<file path="src/rtl/mtm_alu_resp_receiver_pkg.sv">
// Shared constants and types for the ALU response receiver.
// Latency: n/a (declarations only).
// Backpressure: n/a; the serial line cannot be stalled.
package mtm_alu_resp_receiver_pkg;

  // Packet framing: start bit, type bit, 8 payload bits, stop bit
  localparam int PKT_LEN         = 11;
  localparam int PKT_SHIFT_BITS  = PKT_LEN - 1;
  localparam int FRAME_DATA_PKTS = 4;

  // CRC x^3 + x + 1 (top term implicit), non-reflected
  localparam logic [2:0] CRC_POLY    = 3'b011;
  localparam logic [2:0] CRC_INIT    = 3'b000;
  localparam int         CRC_MSG_LEN = 37;

  typedef enum logic {
    PKT_DATA = 1'b0,
    PKT_CTRL = 1'b1
  } pkt_type_e;

  typedef enum logic [1:0] {
    ST_IDLE  = 2'd0,
    ST_SHIFT = 2'd1,
    ST_CHECK = 2'd2
  } state_e;

  // One serial CRC step: shift in one message bit, MSB first
  function automatic logic [2:0] crc3_step(input logic [2:0] crc, input logic bit_in);
    logic [2:0] shifted;
    shifted = {crc[1:0], 1'b0};
    return (crc[2] ^ bit_in) ? (shifted ^ CRC_POLY) : shifted;
  endfunction

endpackage

</file>
<file path="src/rtl/mtm_alu_resp_receiver_crc3.sv">
// 3-bit CRC over {result, 1'b0, flags}, MSB first, for result-frame checking.
// Latency: purely combinational.
// Backpressure: none.
module mtm_alu_crc3
  import mtm_alu_resp_receiver_pkg::*;
(
  input  logic [31:0] data,
  input  logic [3:0]  flags,
  output logic [2:0]  crc
);

  logic [CRC_MSG_LEN-1:0] msg;
  logic [2:0]             acc;

  // Walk the 37-bit message from its MSB down through the serial divider
  always_comb begin
    msg = {data, 1'b0, flags};
    acc = CRC_INIT;
    for (int i = CRC_MSG_LEN - 1; i >= 0; i--) begin
      acc = crc3_step(acc, msg[i]);
    end
    crc = acc;
  end

endmodule

</file>
<file path="src/rtl/mtm_alu_resp_receiver.sv">
// Decodes serial ALU response frames (4 data + 1 control packet, or 1 error control packet).
// Latency: valid/frame_error pulse in the cycle after the stop bit; timeout on 65th idle line cycle.
// Backpressure: none, the line is free-running; optional CRC/parity check via MTM_ALU_RX_CRC_CHECK_EN.
module mtm_alu_resp_receiver
  import mtm_alu_resp_receiver_pkg::*;
#(
  parameter int TIMEOUT_CYCLES = 64
)
(
  input  logic        clk,
  input  logic        rst,
  input  logic        sin,
  output logic        valid,
  output logic [31:0] result,
  output logic [3:0]  flags,
  output logic [5:0]  err_flags,
  output logic        is_error,
  output logic        crc_ok,
  output logic        frame_error
);

  localparam int IDLE_W = $clog2(TIMEOUT_CYCLES + 1);

  state_e            state_q;
  state_e            state_n;
  logic [3:0]        bit_cnt_q;
  logic [9:0]        shreg_q;
  logic [2:0]        pkt_cnt_q;
  logic [31:0]       data_buf_q;
  logic [IDLE_W-1:0] idle_cnt_q;

  logic [31:0]       result_q;
  logic [3:0]        flags_q;
  logic [5:0]        err_flags_q;
  logic              is_error_q;

  // Packet fields as captured after the 10 post-start bits
  pkt_type_e         pkt_type;
  logic [7:0]        payload;
  logic              pkt_stop;

  // Per-cycle decisions from the evaluation logic
  logic              store_byte;
  logic              upd_res;
  logic              upd_err;
  logic              pkt_bad;
  logic              idle_open;
  logic              timeout;

  assign pkt_type = pkt_type_e'(shreg_q[9]);
  assign payload  = shreg_q[8:1];
  assign pkt_stop = shreg_q[0];

  // Line is idle while a frame is open; the evaluation cycle already counts as
  // the first idle cycle, so the timeout fires on the TIMEOUT_CYCLES-th IDLE cycle
  assign idle_open = (state_q == ST_IDLE) && sin && (pkt_cnt_q != 3'd0);

  // State register, reset wins over any packet in flight
  always_ff @(posedge clk) begin
    if (rst) state_q <= ST_IDLE;
    else     state_q <= state_n;
  end

  // Next state: a start bit may already be on the line during the evaluation cycle
  always_comb begin
    state_n = state_q;
    case (state_q)
      ST_IDLE:  if (!sin) state_n = ST_SHIFT;
      ST_SHIFT: if (bit_cnt_q == 4'(PKT_SHIFT_BITS - 1)) state_n = ST_CHECK;
      ST_CHECK: state_n = sin ? ST_IDLE : ST_SHIFT;
      default:  state_n = ST_IDLE;
    endcase
  end

  // Evaluate the captured packet against the frame sequence rules, plus the idle timeout
  always_comb begin
    store_byte = 1'b0;
    upd_res    = 1'b0;
    upd_err    = 1'b0;
    pkt_bad    = 1'b0;
    timeout    = 1'b0;
    if (!rst) begin
      if (state_q == ST_CHECK) begin
        if (!pkt_stop) begin
          pkt_bad = 1'b1;
        end else if (pkt_type == PKT_DATA) begin
          if (pkt_cnt_q < 3'(FRAME_DATA_PKTS)) store_byte = 1'b1;
          else                                 pkt_bad    = 1'b1;
        end else if (!payload[7]) begin
          if (pkt_cnt_q == 3'(FRAME_DATA_PKTS)) upd_res = 1'b1;
          else                                  pkt_bad = 1'b1;
        end else begin
          if (pkt_cnt_q == 3'd0) upd_err = 1'b1;
          else                   pkt_bad = 1'b1;
        end
      end
      if (idle_open && (idle_cnt_q == IDLE_W'(TIMEOUT_CYCLES - 1))) timeout = 1'b1;
    end
    valid       = upd_res | upd_err;
    frame_error = pkt_bad | timeout;
  end

  // Bit capture: shift the line in while in SHIFT, count the 10 post-start bits
  always_ff @(posedge clk) begin
    if (rst) begin
      bit_cnt_q <= 4'd0;
      shreg_q   <= 10'd0;
    end else if (state_q == ST_SHIFT) begin
      bit_cnt_q <= bit_cnt_q + 4'd1;
      shreg_q   <= {shreg_q[8:0], sin};
    end else begin
      bit_cnt_q <= 4'd0;
    end
  end

  // Frame progress: count data packets, drop the partial frame on any error or completion
  always_ff @(posedge clk) begin
    if (rst) begin
      pkt_cnt_q  <= 3'd0;
      data_buf_q <= 32'd0;
    end else begin
      if (frame_error || upd_res) pkt_cnt_q <= 3'd0;
      else if (store_byte)        pkt_cnt_q <= pkt_cnt_q + 3'd1;
      if (store_byte) data_buf_q <= {data_buf_q[23:0], payload};
    end
  end

  // Idle run length while a frame is open
  always_ff @(posedge clk) begin
    if (rst || !idle_open || timeout) idle_cnt_q <= '0;
    else                              idle_cnt_q <= idle_cnt_q + IDLE_W'(1);
  end

  // New fields show up with the valid pulse, otherwise the last decoded frame is held
  always_comb begin
    result    = upd_res ? data_buf_q   : result_q;
    flags     = upd_res ? payload[6:3] : flags_q;
    err_flags = upd_err ? payload[6:1] : err_flags_q;
    is_error  = upd_res ? 1'b0 : (upd_err ? 1'b1 : is_error_q);
  end

  // Held copies of the decoded fields
  always_ff @(posedge clk) begin
    if (rst) begin
      result_q    <= 32'd0;
      flags_q     <= 4'd0;
      err_flags_q <= 6'd0;
      is_error_q  <= 1'b0;
    end else begin
      result_q    <= result;
      flags_q     <= flags;
      err_flags_q <= err_flags;
      is_error_q  <= is_error;
    end
  end

`ifdef MTM_ALU_RX_CRC_CHECK_EN
  logic [2:0] crc_calc;
  logic       crc_ok_q;

  mtm_alu_crc3 u_crc3 (
    .data  (data_buf_q),
    .flags (payload[6:3]),
    .crc   (crc_calc)
  );

  // Result frames compare the CRC field, error frames need even parity over the payload
  always_comb begin
    if (upd_res)      crc_ok = (crc_calc == payload[2:0]);
    else if (upd_err) crc_ok = ~^payload;
    else              crc_ok = crc_ok_q;
  end

  // Held copy of the check result
  always_ff @(posedge clk) begin
    if (rst) crc_ok_q <= 1'b0;
    else     crc_ok_q <= crc_ok;
  end
`else
  // Without checking, the parity bit carries no information for this block
  logic parity_unused;
  assign parity_unused = payload[0];
  assign crc_ok        = 1'b1;
`endif

endmodule

</file>
<file path="config.mk">
export PLATFORM = sky130hd
export DESIGN_NAME = mtm_alu_resp_receiver
export DESIGN_NICKNAME = d
export VERILOG_FILES = /design/src/rtl/mtm_alu_resp_receiver_pkg.sv /design/src/rtl/mtm_alu_resp_receiver_crc3.sv /design/src/rtl/mtm_alu_resp_receiver.sv
export SDC_FILE = /design/constraint.sdc
export NUM_CORES = 1
export LEC_CHECK = 0
export ABC_AREA = 1
export CORE_AREA = 2 2 103 105
export CTS_CLUSTER_SIZE = 30
export DETAILED_ROUTE_END_ITERATION = 6
export DIE_AREA = 0 0 105 107
export GPL_ROUTABILITY_DRIVEN = 0
export HOLD_SLACK_MARGIN = 0.12
export SLEW_MARGIN = 20
export SYNTH_ARGS = -nofsm -noshare
export SYNTH_HDL_FRONTEND = slang
export SYNTH_SLANG_ARGS = --single-unit
</file>
<file path="constraint.sdc">
create_clock -name clk -period 1.5 [get_ports clk]
set_input_delay 0.3 -clock clk [delete_from_list [all_inputs] [get_ports clk]]
set_output_delay 0.3 -clock clk [all_outputs]
set_load 0.005 [all_outputs]
</file>
After elaboration in Yosys (flattened, before gate mapping)
Index checks and enable logic that the tools add are counted.

cells by class
  multiplexer cells = 36
  reduce and logical (&&, ||, !) cells = 13
  bitwise logic cells = 3
  $add $sub $neg = 3
  magnitude comparators = 1
  eq/ne operators = 7

operator list
  operator                                            count
  two-way mux 32 bit                                  1
  two-way mux 1 bit                                   30
  adder 7 x 1 -> 7 bit (second input constant)        1
  == test 7 x 6 -> 1 bit (second input constant)      1
  two-way mux 6 bit                                   1
  case mux 2 bit (3 select lines)                     1
  adder 4 x 1 -> 4 bit (second input constant)        1
  == test 4 bit (second input constant)               1
  two-way mux 2 bit                                   2
  two-way mux 4 bit                                   1
  != test 2 bit (second input constant)               2
  OR reduction 2 bit                                  2
  adder 3 x 1 -> 3 bit (second input constant)        1
  == test 3 bit (second input constant)               1
  logical AND 1 bit                                   3
  zero test 3 bit                                     1
  logical OR 1 bit                                    3
  less-than comparator 3 bit (second input constant)  1
  nonzero test 3 bit                                  1
  == test 2 x 1 -> 1 bit (second input constant)      1
  == test 2 bit (second input constant)               1
  zero test 2 bit                                     1
  OR 1 bit                                            2
  AND reduction 2 bit                                 1
  2 further kinds                                     2

word-level totals
  logic and storage cells = 73
  output and inout bits = 46
  bits of input ports = 3
  register bits after elaboration = 101

Depth between registers and ports, before layout
  depth after elaboration = 10
  mapped depth = 9
  gate-level depth less buffers = 9

Worst setup path after synthesis
OpenSTA, ideal clock, no wires.

  path type = register to output
  start = register pkt_cnt_q[0]
  end = output flags[0]
  stages on the path, launching flop included = 9
  data required time = 1.200 ns
  setup slack = -0.088 ns
  data arrival time = 1.288 ns
  path buffers = 2
  cells stage by stage = dfxtp_1 -> inv_1 -> ha_1 -> nand3_1 -> nor2_4 -> buf_6 -> buf_6 -> nand2_2 -> nand2_1

on the way
  longest elaborated chain between the ends = 8

ends and longest elaborated chain
  element                   RTL line                      text
  start: declaration        mtm_alu_resp_receiver.sv:28   logic [2:0] pkt_cnt_q;
  start signal: assignment  mtm_alu_resp_receiver.sv:123  else if (store_byte) pkt_cnt_q <= pkt_cnt_q + 3'd1;
  == test 3 bit             mtm_alu_resp_receiver.sv:90   if (pkt_cnt_q == 3'(FRAME_DATA_PKTS)) upd_res = 1'b1;
  two-way mux 1 bit         mtm_alu_resp_receiver.sv:90
  two-way mux 1 bit         mtm_alu_resp_receiver.sv:89   end else if (!payload[7]) begin
  two-way mux 1 bit         mtm_alu_resp_receiver.sv:86   end else if (pkt_type == PKT_DATA) begin
  two-way mux 1 bit         mtm_alu_resp_receiver.sv:84   if (!pkt_stop) begin
  two-way mux 1 bit         mtm_alu_resp_receiver.sv:83   if (state_q == ST_CHECK) begin
  two-way mux 1 bit         mtm_alu_resp_receiver.sv:82   if (!rst) begin
  two-way mux 4 bit         mtm_alu_resp_receiver.sv:137  flags = upd_res ? payload[6:3] : flags_q;
  end: declaration          mtm_alu_resp_receiver.sv:15   output logic [3:0] flags,

No other way between the ends.

Worst setup path in the final report
  start = register pkt_cnt_q[1]
  end = output result[19]

on the way
  longest elaborated chain between the ends = 8

ends and longest elaborated chain
  element             RTL line                      text
  == test 3 bit       mtm_alu_resp_receiver.sv:90
  two-way mux 1 bit   mtm_alu_resp_receiver.sv:90
  two-way mux 1 bit   mtm_alu_resp_receiver.sv:89
  two-way mux 1 bit   mtm_alu_resp_receiver.sv:86
  two-way mux 1 bit   mtm_alu_resp_receiver.sv:84
  two-way mux 1 bit   mtm_alu_resp_receiver.sv:83
  two-way mux 1 bit   mtm_alu_resp_receiver.sv:82
  two-way mux 32 bit  mtm_alu_resp_receiver.sv:136  result = upd_res ? data_buf_q : result_q;
  end: declaration    mtm_alu_resp_receiver.sv:14   output logic [31:0] result,

No other way between the ends.

==> results.json <==
{
  "ys_seq_elements": 101,
  "io_pins": 49,
  "area.sequential_mm2": 0.002029,
  "fin_worst_skew_ns": 0.01223,
  "clk_path_buf_depth": 2,
  "period_minus_slack_ns": 2.232,
  "cts_tree": "built",
  "comb_power_share_pct": 6.6,
  "antenna_found_initial": 0,
  "cts_num_sinks": 101,
  "drc_errors": 0,
  "hp-class": "reg -> reg",
  "clk_pin_slew_ns": 0.10,
  "peakVddDrop_mv": 0.4576,
  "synthCells": 501,
  "critPathSlowestCell": "dfxtp_2",
  "grt_pass1_wl_um": 17270,
  "crit_family": "buffers and inverters",
  "power.switching_mw": 1.303,
  "drive_gt1_share_pct": 50.82,
  "drv_cap": 0,
  "p_sw_share_pct": 27.12,
  "synth_top_area_share_pct": 51.17,
  "tightestPinTransition_ns": 0.5663,
  "period_share_pct": 148.8,
  "final-hold-violation-count": 0,
  "grt_usage_pct": 19.23,
  "p_clk_share_pct": 36.2,
  "dpl.hpwl_um": 6283,
  "cp_num_buf_inv": 5,
  "die_area_mm2": 0.01124,
  "avgViaCountPerCell": 4.786,
  "intPower_mw": 3.501,
  "drt_iter0_drc": 140,
  "grt_pass1_vias": 3702,
  "slew_headroom_pct": 62.25,
  "placed_cells": 747,
  "sequentialPowerShare_pct": 57.2,
  "setup_tns_ns": -33.78,
  "synthArstFlopShare_pct": 0,
  "crit_chain": "inv_2 > ha_4 > nand3_4 > nor2_4 > buf_6 > inv_8 > clkbuf_16 > nand2_4 > nand2_1 > clkdlybuf4s15_2",
  "power_density_mw_per_mm2": 754.6,
  "ant_nets": 0,
  "drv_slew": 0,
  "fmax_mhz": 448.1,
  "die_y_um": 107,
  "multi_input_area_mm2": 0.002286,
  "cts-buffers-inserted": 9,
  "synth_nets": 509,
  "ys_warn_count": 0,
  "rsz0062_at_grt": "true",
  "reg2reg_setup_slack_ns": -0.14,
  "start_kind": "register",
  "wl_um": 11270,
  "num_antenna_cells": 0,
  "core_region_area_mm2": 0.01009,
  "synth_ff_type": "dfxtp_1",
  "rows": 37,
  "syn2layout_area_growth_pct": 61.11,
  "setup_ws_ns": -0.7318,
  "num_vias": 3862,
  "routedWlPerCell_um": 13.97,
  "cts_root_buf": "clkbuf_8",
  "setup_violations": 122,
  "grt_max_degree": 45,
  "whs_ns": 0.4763,
  "violations": "negative setup slack",
  "syn_area_mm2": 0.003951,
  "portBuffers": 47,
  "die_width_um": 105,
  "final_cells": 807,
  "crit_type": "reg -> out",
  "start_util_pct": 39.15,
  "h-tree-depth": 3,
  "critPathMaxFanout": 7,
  "fin_nets": 674,
  "ys_types": 27,
  "nFillCells": 867,
  "synth_top_area_cell": "dfxtp_1",
  "p_leak_nw": 2.812,
  "synth_most_common_cell": "nand2_1",
  "clk_latency_ns": 0.37,
  "synth.area.top_cells": "dfxtp_1 51%, nand2_1 11%, nor2_1 7.7%",
  "end_kind": "output port",
  "arrival_ns": 1.93,
  "required_ns": 1.20,
  "syn_area_per_cell_um2": 7.887,
  "outcome": "finished, violations left",
  "yosysSeqAreaShare_pct": 51.17,
  "grt-ovfl-total": 0,
  "first_pass_iters": 5,
  "critPathMaxStageDelay_ns": 0.34,
  "synth_enable_flop_cells": 0,
  "synth_common_cells": "120 x nand2_1, 101 x dfxtp_1, 81 x nor2_1",
  "pre_cts_ws_ns": -0.6160
}
[stage by stage]
step	instance area [um2]	power, mW	utilization [%]
final	6366	4.804	63.08
after global routing	6366	5.015	63.08
after CTS	6078	4.802	60.23
after detailed placement	5140	3.066	50.93
after global placement	5140	3.060	50.93
after floorplan	3975	2.939	-
[layout by cell type (no fill, tap or decap), types with 4 or more instances in the layout]
cell type,Yosys,routed
inv_1,25,23
dfxtp_1,101,97
o21ai_2,0,12
nor2_2,0,12
a21oi_1,42,38
o21ai_0,41,25
buf_4,4,85
clkdlybuf4s15_2,0,6
nand2_2,9,34
inv_8,0,5
clkbuf_8,0,9
ha_1,5,4
nand2_1,120,62
nor2_4,4,14
buf_8,0,4
nand2_4,0,32
clkbuf_2,0,13
nor2_1,81,60
buf_2,3,26
o21ai_1,6,8
a21oi_2,15,18
buf_6,7,32
buf_12,0,5
nand3_4,0,5
[sequential cells by signal, summed over array words and instances (netlist names)]
register,count
flags_q,4
idle_cnt_q,7
pkt_cnt_q,3
err_flags_q,6
bit_cnt_q,4
shreg_q,10
result_q,32
data_buf_q,32
state_q,2
is_error_q,1
[kinds of logic after synthesis]
family / share of synthesized area, %
flops: 51.17
simple gates: 24.76
compound gates: 14.76
xor+xnor: 0.8868
other cells: 0.09491
buf+inv: 6.745
fa+ha+maj: 1.583
[worst register-to-register path, cell delays in order, from the launching register on]
cell     delay [ns]
dfxtp_2        0.34
inv_2          0.08
ha_4           0.16
nand3_4        0.12
nor2_4         0.19
buf_6          0.15
inv_8          0.06
buf_12         0.15
buf_6          0.12
nand2_4        0.05
buf_6          0.09
a21oi_2        0.03
[power by group through the flow]
| stage | Combinational (mW) | Clock, mW | Sequential [mW] |
|---|---|---|---|
| final | 0.319 | 1.74 | 2.75 |
| after CTS | 0.282 | 1.78 | 2.74 |
| after global placement | 0.255 | 0 | 2.80 |
| after global routing | 0.342 | 1.92 | 2.75 |
| after floorplan | 0.132 | 0 | 2.81 |
| after detailed placement | 0.261 | 0 | 2.81 |
[timing repair]
action,CTS,global route
buffers inserted,40,10
endpoints found under the setup margin,123,131
hold buffers,0,0
gates cloned,8,2
pin swaps,18,27
resized for setup,253,144
[routing by layer]
| metal | wire (um) | part of all wire (%) | track usage, % | vias to the layer above |
|---|---|---|---|---|
| met5 | 0 | 0 | 0 | - |
| met4 | 254 | 2.3 | 7.238 | 0 |
| met3 | 343 | 3.0 | 3.465 | 19 |
| met2 | 5910 | 52 | 34.32 | 71 |
| met1 | 4763 | 42 | 23.04 | 1835 |
| li1 | - | - | - | 1937 |
[final cells by class]
type,instances,share of cell area [%]
multi-input combinational,349,35.91
sequential,101,31.88
timing repair buffer,178,24.72
tap,136,2.673
clock buffer,9,1.946
inverter,27,1.749
clock inverter,7,1.120
[final timing paths]
path                startpoint  cells after the start            to
setup / recovery  pkt_cnt_q[1]                     10    result[19]
hold / removal    bit_cnt_q[0]                      1  bit_cnt_q[0]
setup reg to reg  pkt_cnt_q[1]                     11   result_q[4]
hold reg to reg   bit_cnt_q[0]                      1  bit_cnt_q[0]
(Power assumes the default switching activity.)
